==> src/rtl/uart_arb_pkg.sv <==
// Shared definitions for the two-requester UART transmit arbiter.
//   uart_arb_state_e : transmitter FSM states (PARITY only exists when
//                      UART_TX_ARB_PARITY_EN is defined)
//   uart_arb_req_t   : one requester's valid/lock/data bundle
//   DATA_BITS        : data bits per frame
//   even_parity()    : XOR of the data bits
// Configuration macro: UART_TX_ARB_PARITY_EN
package uart_arb_pkg;

    localparam int DATA_BITS = 8;
    localparam int BIT_W     = $clog2(DATA_BITS);

    typedef enum logic [2:0] {
        IDLE   = 3'd0,
        START  = 3'd1,
        DATA   = 3'd2,
`ifdef UART_TX_ARB_PARITY_EN
        PARITY = 3'd3,
`endif
        STOP   = 3'd4
    } uart_arb_state_e;

    typedef struct packed {
        logic                 valid;
        logic                 lock;
        logic [DATA_BITS-1:0] data;
    } uart_arb_req_t;

    function automatic logic even_parity(input logic [DATA_BITS-1:0] d);
        return ^d;
    endfunction

endpackage

==> src/rtl/uart_tx_arbiter_baud.sv <==
// Baud timing generator.
//   clock, reset : clock, asynchronous active-high reset
//   enable       : count while high; dropping it clears the counter so the
//                  next rising enable restarts a full bit period
//   bit_tick     : one-cycle pulse on the last cycle of each bit period
module uart_baud_gen #(
    parameter int CLKS_PER_BIT = 16
) (
    input  logic clock,
    input  logic reset,
    input  logic enable,
    output logic bit_tick
);

    localparam int                CNT_W = $clog2(CLKS_PER_BIT);
    localparam logic [CNT_W-1:0]  LAST  = CNT_W'(CLKS_PER_BIT - 1);

    logic [CNT_W-1:0] cnt_q;

    assign bit_tick = enable && (cnt_q == LAST);

    always_ff @(posedge clock or posedge reset) begin
        if (reset)
            cnt_q <= '0;
        else if (!enable || bit_tick)
            cnt_q <= '0;
        else
            cnt_q <= cnt_q + CNT_W'(1);
    end

endmodule

==> src/rtl/uart_tx_arbiter.sv <==
// Two-requester UART transmitter with lock-aware round-robin arbitration.
//   clock, reset          : clock, asynchronous active-high reset
//   reqN_valid/data/lock  : byte pending, byte value, keep grant for next byte
//   reqN_ready            : combinational accept strobe (IDLE only)
//   uart_tx               : serial line, idle high, 8N1 (8E1 with parity)
//   busy                  : high whenever a frame is in flight
//   grant_id              : requester owning the current / last frame
// Configuration macro: UART_TX_ARB_PARITY_EN adds an even parity bit.
module uart_tx_arbiter
    import uart_arb_pkg::*;
#(
    parameter int CLKS_PER_BIT = 16
) (
    input  logic       clock,
    input  logic       reset,
    input  logic       req0_valid,
    input  logic [7:0] req0_data,
    input  logic       req0_lock,
    output logic       req0_ready,
    input  logic       req1_valid,
    input  logic [7:0] req1_data,
    input  logic       req1_lock,
    output logic       req1_ready,
    output logic       uart_tx,
    output logic       busy,
    output logic       grant_id
);

    uart_arb_req_t [1:0] req;
    assign req[0] = '{valid: req0_valid, lock: req0_lock, data: req0_data};
    assign req[1] = '{valid: req1_valid, lock: req1_lock, data: req1_data};

    uart_arb_state_e      state_q, state_d;
    logic [BIT_W-1:0]     bit_q, bit_d;
    logic [DATA_BITS-1:0] data_q, data_d;
    logic                 tx_q, tx_d;
    logic                 gid_q, gid_d;
    logic                 last_q, last_d;   // arbitration history, separate from grant_id reset value
    logic                 gnt_vld, gnt_sel, accept, bit_tick;
    logic [BIT_W-1:0]     bit_nxt;

    uart_baud_gen #(.CLKS_PER_BIT(CLKS_PER_BIT)) u_baud (
        .clock    (clock),
        .reset    (reset),
        .enable   (state_q != IDLE),
        .bit_tick (bit_tick)
    );

    // Lock only sticks while its owner is still valid; otherwise plain round-robin.
    always_comb begin
        gnt_vld = 1'b0;
        gnt_sel = 1'b0;
        if (req[last_q].valid && req[last_q].lock) begin
            gnt_vld = 1'b1;
            gnt_sel = last_q;
        end else if (req[0].valid && req[1].valid) begin
            gnt_vld = 1'b1;
            gnt_sel = ~last_q;
        end else if (req[0].valid) begin
            gnt_vld = 1'b1;
            gnt_sel = 1'b0;
        end else if (req[1].valid) begin
            gnt_vld = 1'b1;
            gnt_sel = 1'b1;
        end
    end

    // Gating with reset keeps ready low while reset is held, not just after an edge.
    assign accept     = (state_q == IDLE) && gnt_vld && !reset;
    assign req0_ready = accept && !gnt_sel;
    assign req1_ready = accept &&  gnt_sel;

    assign bit_nxt = bit_q + BIT_W'(1);

    // tx is computed for the next state so the line is registered and glitch-free.
    always_comb begin
        state_d = state_q;
        bit_d   = bit_q;
        data_d  = data_q;
        tx_d    = tx_q;
        gid_d   = gid_q;
        last_d  = last_q;
        case (state_q)
            IDLE: begin
                tx_d  = 1'b1;
                bit_d = '0;
                if (accept) begin
                    data_d  = req[gnt_sel].data;
                    gid_d   = gnt_sel;
                    last_d  = gnt_sel;
                    state_d = START;
                    tx_d    = 1'b0;
                end
            end
            START: begin
                if (bit_tick) begin
                    state_d = DATA;
                    bit_d   = '0;
                    tx_d    = data_q[0];
                end
            end
            DATA: begin
                if (bit_tick) begin
                    if (bit_q == BIT_W'(DATA_BITS - 1)) begin
                        bit_d = '0;
`ifdef UART_TX_ARB_PARITY_EN
                        state_d = PARITY;
                        tx_d    = even_parity(data_q);
`else
                        state_d = STOP;
                        tx_d    = 1'b1;
`endif
                    end else begin
                        bit_d = bit_nxt;
                        tx_d  = data_q[bit_nxt];
                    end
                end
            end
`ifdef UART_TX_ARB_PARITY_EN
            PARITY: begin
                if (bit_tick) begin
                    state_d = STOP;
                    tx_d    = 1'b1;
                end
            end
`endif
            STOP: begin
                if (bit_tick) begin
                    state_d = IDLE;
                    tx_d    = 1'b1;
                end
            end
            default: begin
                state_d = IDLE;
                tx_d    = 1'b1;
            end
        endcase
    end

    always_ff @(posedge clock or posedge reset) begin
        if (reset) begin
            state_q <= IDLE;
            bit_q   <= '0;
            data_q  <= '0;
            tx_q    <= 1'b1;
            gid_q   <= 1'b0;
            last_q  <= 1'b1;
        end else begin
            state_q <= state_d;
            bit_q   <= bit_d;
            data_q  <= data_d;
            tx_q    <= tx_d;
            gid_q   <= gid_d;
            last_q  <= last_d;
        end
    end

    assign uart_tx  = tx_q;
    assign busy     = (state_q != IDLE);
    assign grant_id = gid_q;

endmodule

==> config.mk <==
export PLATFORM = sky130hd
export DESIGN_NAME = uart_tx_arbiter
export DESIGN_NICKNAME = d
export VERILOG_FILES = /design/src/rtl/uart_arb_pkg.sv /design/src/rtl/uart_tx_arbiter_baud.sv /design/src/rtl/uart_tx_arbiter.sv
export SDC_FILE = /design/constraint.sdc
export NUM_CORES = 1
export LEC_CHECK = 0
export CAP_MARGIN = 30
export CORE_ASPECT_RATIO = 0.9
export CORE_MARGIN = 2
export CORE_UTILIZATION = 30
export CTS_CLUSTER_DIAMETER = 80
export DETAILED_ROUTE_END_ITERATION = 8
export PLACE_DENSITY = 0.58
export SLEW_MARGIN = 10
export SYNTH_ARGS = -nofsm -noshare
export SYNTH_HDL_FRONTEND = slang
export SYNTH_SLANG_ARGS = --single-unit
==> constraint.sdc <==
create_clock -name clock -period 2.4 [get_ports clock]
set_input_delay 0.24 -clock clock [delete_from_list [all_inputs] [get_ports clock]]
set_output_delay 0.24 -clock clock [all_outputs]
set_load 0.02 [all_outputs]
==> results of run 1 <==
## area by class of cell
class                           count  area [um^2]
Clock buffer                        3         41.3
Inverter                            4         15.0
Clock inverter                      1         5.00
Fill cell                         353         2200
Tap cell                           46         57.6
Sequential cell                    21          528
Timing Repair Buffer               31          298
Multi-Input combinational cell     79          559
## worst max path at each step
stage / from / cells after the start / endpoint
after CTS: last_q / 4 / req1_ready
after floorplan: bit_q[0] / 6 / uart_tx
final: last_q / 4 / req1_ready
after global placement: req0_lock / 5 / req1_ready
after detailed placement: req0_lock / 5 / req1_ready
after global routing: last_q / 4 / req1_ready
## sequential cells by signal, indices dropped and copies added, names as in the netlist
name and count:
bit_q 3, data_q 8, grant_id 1, last_q 1, state_q 3, u_baud.cnt_q 4, uart_tx 1
## worst register-to-register path: stages, from the launching register on
cell and delay, ns:
dfrtp_1 0.44, ha_1 0.23, ha_1 0.36, mux4_2 0.53
a211oi_2 0.23, o32ai_1 0.11, o21a_1 0.11
## per-layer routing
| layer | routed length [um] | share of wire [%] | vias up | global-route usage (%) |
|---|---|---|---|---|
| met3 | 123 | 5.4 | 5 | 3.71 |
| met2 | 1020 | 44 | 25 | 18.3 |
| li1 | - | - | 448 | - |
| met4 | 36 | 1.6 | 0 | 4.41 |
| met1 | 1120 | 49 | 430 | 14.9 |
| met5 | 0 | 0 | - | 0 |
## per-stage QoR
stage	std cells	instance area, um^2	setup WS [ns]	util, %
after floorplan	109	1150	0.457	-
after global placement	181	1460	0.223	39.3
after detailed placement	181	1460	0.144	39.3
after CTS	185	1500	0.122	40.6
after global routing	185	1500	0.0404	40.6
final	185	1500	0.123	40.6
## cells in the mapped netlist (3+ instances only)
| cell type | n |
|---|---|
| dfrtp_1 | 19 |
| inv_1 | 3 |
| nand2_1 | 6 |
| o21ai_0 | 4 |
| ha_1 | 3 |
| mux2i_1 | 8 |
| nor2_1 | 18 |
| a21oi_1 | 11 |
## cells by family (layout without fill, tap and decap cells)
kind of cell    count (synthesis)  after routing
xor+xnor                        2              2
buf+inv                         9             39
compound gates                 26             26
flops                          21             21
fa+ha+maj                       4              4
mux                            10             10
simple gates                   37             37
## power by group through the flow
stage / Clock, mW / Combinational [mW] / Sequential, mW
finish: 0.240 / 0.518 / 0.591
global route: 0.257 / 0.584 / 0.609
CTS: 0.246 / 0.522 / 0.593
detailed placement: 0 / 0.520 / 0.599
global placement: 0 / 0.511 / 0.595
floorplan: 0 / 0.373 / 0.588
==> flow_summary.toml, run 1 <==
[critical_path]
cp-start-kind = "register"
rr_endpoint = "uart_tx"
critical_path_class = "register to output port"
critical_path.slowest_cell = "clkdlybuf4s50_1"
reg2reg_from = "bit_q[0]"
cp-end-kind = "output port"
cp_max_fo = 3
cp.required_ns = 2.16
crit_family = "buffers and inverters"
ff2ff_setup_slack_ns = 0.33
critPathBufInv = 1
slowest_delay_ns = 0.59
arrival_ns = 2.04
reg2regPathDepth = 6
path_cells = "or2_2, a31oi_1, and2_4, clkdlybuf4s50_1"

[grt]
grt_pass1_wl_um = 4060
grt_overflow_total = 0
track_usage_pct = 11.6
grt_max_degree = 22
antenna_found_initial = 0
grt_pass1_vias = 879

[die]
chipWidth_um = 69.3
ioPinCount = 27
start_util_pct = 31.1
die_area_um2 = 4350
die_h_um = 62.8
num_rows = 21
coreArea_um2 = 3700

[power]
peakVddDrop_uv = 315
power_density_nw_per_um2 = 897
p_switching_mw = 0.470
power.internal_mw = 0.879
combPwrFrac_pct = 38.4
seqPwrFrac_pct = 43.8
power.total_mw = 1.35
p_leak_nw = 0.637
switching_share_pct = 34.8
clkPwrFrac_pct = 17.8

[worst_hold_path]
holdCritStartpoint = "u_baud.cnt_q[0]"
hold_end = "u_baud.cnt_q[0]"
min_path_cells = 1
worstHoldPathType = "register to register"

[route]
drtPass1Iterations = 4
wl_per_cell_um = 12.4
via_per_inst = 4.91
drt_wl_total_um = 2290
drtAntennaViolNets = 0
vias = 908
drtIter0Drc = 40
drc_errors = 0

[sta]
finalCritPeriodShare_pct = 94.9
slew_violations = 0
tns_ns = 0
fin_crit_ns = 2.28
setup_viol = 0
fmax_ghz = 0.439
rsz0062_at_grt = "no"
final.setup_skew_ns = 0.00130
hold_ws_ns = 0.478
hold_viol_final = 0
tightest_slew_ns = 0.806
slew_headroom_pct = 46.2

[synthesis]
synthSimpleGateAreaFrac_pct = 17.4
ys.flop_type = "dfrtp_1"
syn_avg_cell_area_um2 = 10.6
synth_compound_gate_area_share_pct = 14.7
yosysWarnings = 0
netlist_area_um2 = 1150
syn_inst = 109
yosysTopAreaCellShare_pct = 41.3
synthMuxAreaShare_pct = 10.9
synth-async-reset-ratio_pct = 100
syn_nets = 134
seq_area_frac_synth_pct = 45.9
synth_seq_cells = 21
synth_enable_flop_cells = 0
synth_top_family_by_area = "simple AND/OR/NAND/NOR gates"
ys_types = 39
yosys.area_share.xor_xnor_pct = 1.52
synth_top_cell_by_area = "dfrtp_1"
ys_top_cells_by_area = "dfrtp_1, mux2i_1, nor2_1"
synth_fa_ha_area_share_pct = 4.13

[final_layout]
final_cell_mix = "clkdlybuf4s50_1, dfrtp_1, nor2_1"
layout_commonest_cell = "clkdlybuf4s50_1"
drive_gt1_share_pct = 17.3
diodes = 0
syn2layout_area_growth_pct = 30.7
fin_nets = 165

[clock_tree]
clk_latency_ns = 0.26
root_buffer = "clkbuf_8"
cts.path.max_buffers = 2
cts_made_buffers = 3
cts_tree = "built"
cts_repair_resize_count = 0
htree_levels = 1
cts.sinks = 21
path_clk_slew_ns = 0.08
ctsHoldBuffers = 0
post_cts_buffers = 0

[placed_design]
place_congestion = 0.675
dp_hpwl_um = 1750
io_buffers = 26

[run]
maxCapViolCount = 0

[status]
status = "finished clean"
Power figures use the tool's default switching activity.
==> inputs of run 2 (changes only) <==
Settings changed: CORE_MARGIN 2 to 8.
==> run 2 against run 1 <==
Net effect: power down 0.25%; highest routed layer unchanged; critical path depth up 1; core utilization down 0.14 points; sequential cell count unchanged; clock skew up 0.0051 ns; non-clock buffer count down 1; largest cell class unchanged; cell count down 0.54%; routed wire length up 7.3%; first-iteration DRC count down 13%.
==> flow_summary.toml, run 2 (synthesis results as in run 1) <==
[placed_design]
dp_hpwl_um = 1900
place_congestion = 0.817
post-place-ws_ns = 0.158
place_area_um2 = 1450
io_buffers = 26

[final_layout]
top_register = "data_q"
syn2layout_area_growth_pct = 30.2
reg_top3 = "data_q: 8 flops, u_baud.cnt_q: 4 flops"
regArea_um2 = 528
final_cell_mix = "clkdlybuf4s50_1, dfrtp_1, nor2_1"
nFillCells = 366
layout_commonest_cell = "clkdlybuf4s50_1"
multi_input_area_um2 = 559
design_area_um2 = 1500
largest_reg_flops = 8
diodes = 0
drive_gt1_share_pct = 16.7
fin_nets = 164

[die]
start_util_pct = 31.1
num_rows = 21
coreArea_um2 = 3700
die_area_um2 = 6080
chipWidth_um = 81.3
ioPinCount = 27
die_h_um = 74.8

[clock_tree]
clk_latency_ns = 0.26
post_cts_buffers = 0
cts_repair_resize_count = 0
path_clk_slew_ns = 0.08
cts.sinks = 21
root_buffer = "clkbuf_8"
cts_tree = "built"
cts_made_buffers = 3
cts.path.max_buffers = 2
htree_levels = 1
ctsHoldBuffers = 0

[critical_path]
critPathBufInv = 2
cp-end-kind = "output port"
path_cells = "nor3_2, inv_2, nor3_4, and2_4, clkdlybuf4s50_1"
arrival_ns = 2.05
critical_path_class = "register to output port"
slowest_delay_ns = 0.59
crit_family = "buffers and inverters"
critical_path.slowest_cell = "clkdlybuf4s50_1"
cp_max_fo = 11
cp.required_ns = 2.16
cp-start-kind = "register"

[grt]
grt_max_degree = 22
grt_pass1_wl_um = 4260
grt_pass1_vias = 972
grt_overflow_total = 0
track_usage_pct = 8.94
antenna_found_initial = 0

[sta]
rsz0062_at_grt = "no"
fmax_ghz = 0.436
final.setup_skew_ns = 0.00644
tightest_slew_ns = 0.804
setup_viol = 0
tns_ns = 0
hold_viol_final = 0
slew_headroom_pct = 46.3
setup_slack_ns = 0.108
fin_crit_ns = 2.29
finalCritPeriodShare_pct = 95.5
slew_violations = 0

[route]
drtPass1Iterations = 4
drtAntennaViolNets = 0
vias = 888
wl_per_cell_um = 13.4
drt_wl_total_um = 2460
via_per_inst = 4.83
drc_errors = 0
drtIter0Drc = 35

[power]
peakVddDrop_uv = 303
p_leak_nw = 0.628
power_density_nw_per_um2 = 897

[worst_hold_path]
worstHoldPathType = "register to register"

[status]
status = "finished clean"

[run]
maxCapViolCount = 0
[run 2: cell count changes in the layout (fill, tap and decap cells not counted), sizes merged]
cell and delta:
buf -1, clkinv -1, clkinvlp +1
[run 2: metrics by stage]
stage	hold slack [ns]	instances	power, mW	utilization, %
finish	0.480	184	1.35	40.5
global route	0.517	184	1.46	40.5
CTS	0.487	184	1.36	40.5
detailed placement	0.467	180	1.12	39.1
global placement	0.452	180	1.10	39.1
floorplan	0.215	109	0.961	-
[run 2: final timing paths]
check / startpoint / endpoint / slack, ns / cells after the start
setup / recovery: state_q[2] / req1_ready / 0.11 / 5
hold / removal: grant_id / grant_id / 0.48 / 1
setup reg to reg: bit_q[0] / uart_tx / 0.30 / 6
hold reg to reg: grant_id / grant_id / 0.48 / 1
max in group asynchronous: reset / u_baud.cnt_q[3] / 1.36 / 2
min in group asynchronous: reset / grant_id / 0.54 / 2
[run 2: per-layer routing]
layer / routed length, um / global-route usage [%] / up-vias
met2: 1140 / 13.9 / 24
met3: 129 / 3.70 / 2
met4: 18 / 2.38 / 0
met5: 0 / 0 / -
met1: 1170 / 11.1 / 417
li1: - / - / 445
[run 2: area by class of cell]
class	count	area share, %
Multi-Input combinational cell	79	37.3
Sequential cell	21	35.2
Timing Repair Buffer	30	19.4
Tap cell	46	3.84
Clock buffer	3	2.75
Inverter	4	1.00
Clock inverter	1	0.501
[run 2: worst reg2reg max path, cell delays in order (launching register included)]
cell and delay (ns):
dfrtp_1 0.44, ha_1 0.23, ha_1 0.35, mux4_2 0.54, a211oi_2 0.24, o32ai_1 0.12, o21a_1 0.11
[run 2: power by group]
part	switching, mW	total (mW)	internal [mW]
sequential	0.0965	0.596	0.499
combinational	0.257	0.520	0.263
clock	0.113	0.230	0.117
total	0.466	1.35	0.879
==> inputs of run 3 (changes only) <==
Settings changed: SLEW_MARGIN 10 to 20.
==> results of run 3 <==
Same layout as run 2: the final DEF is identical, and so are final timing and power.
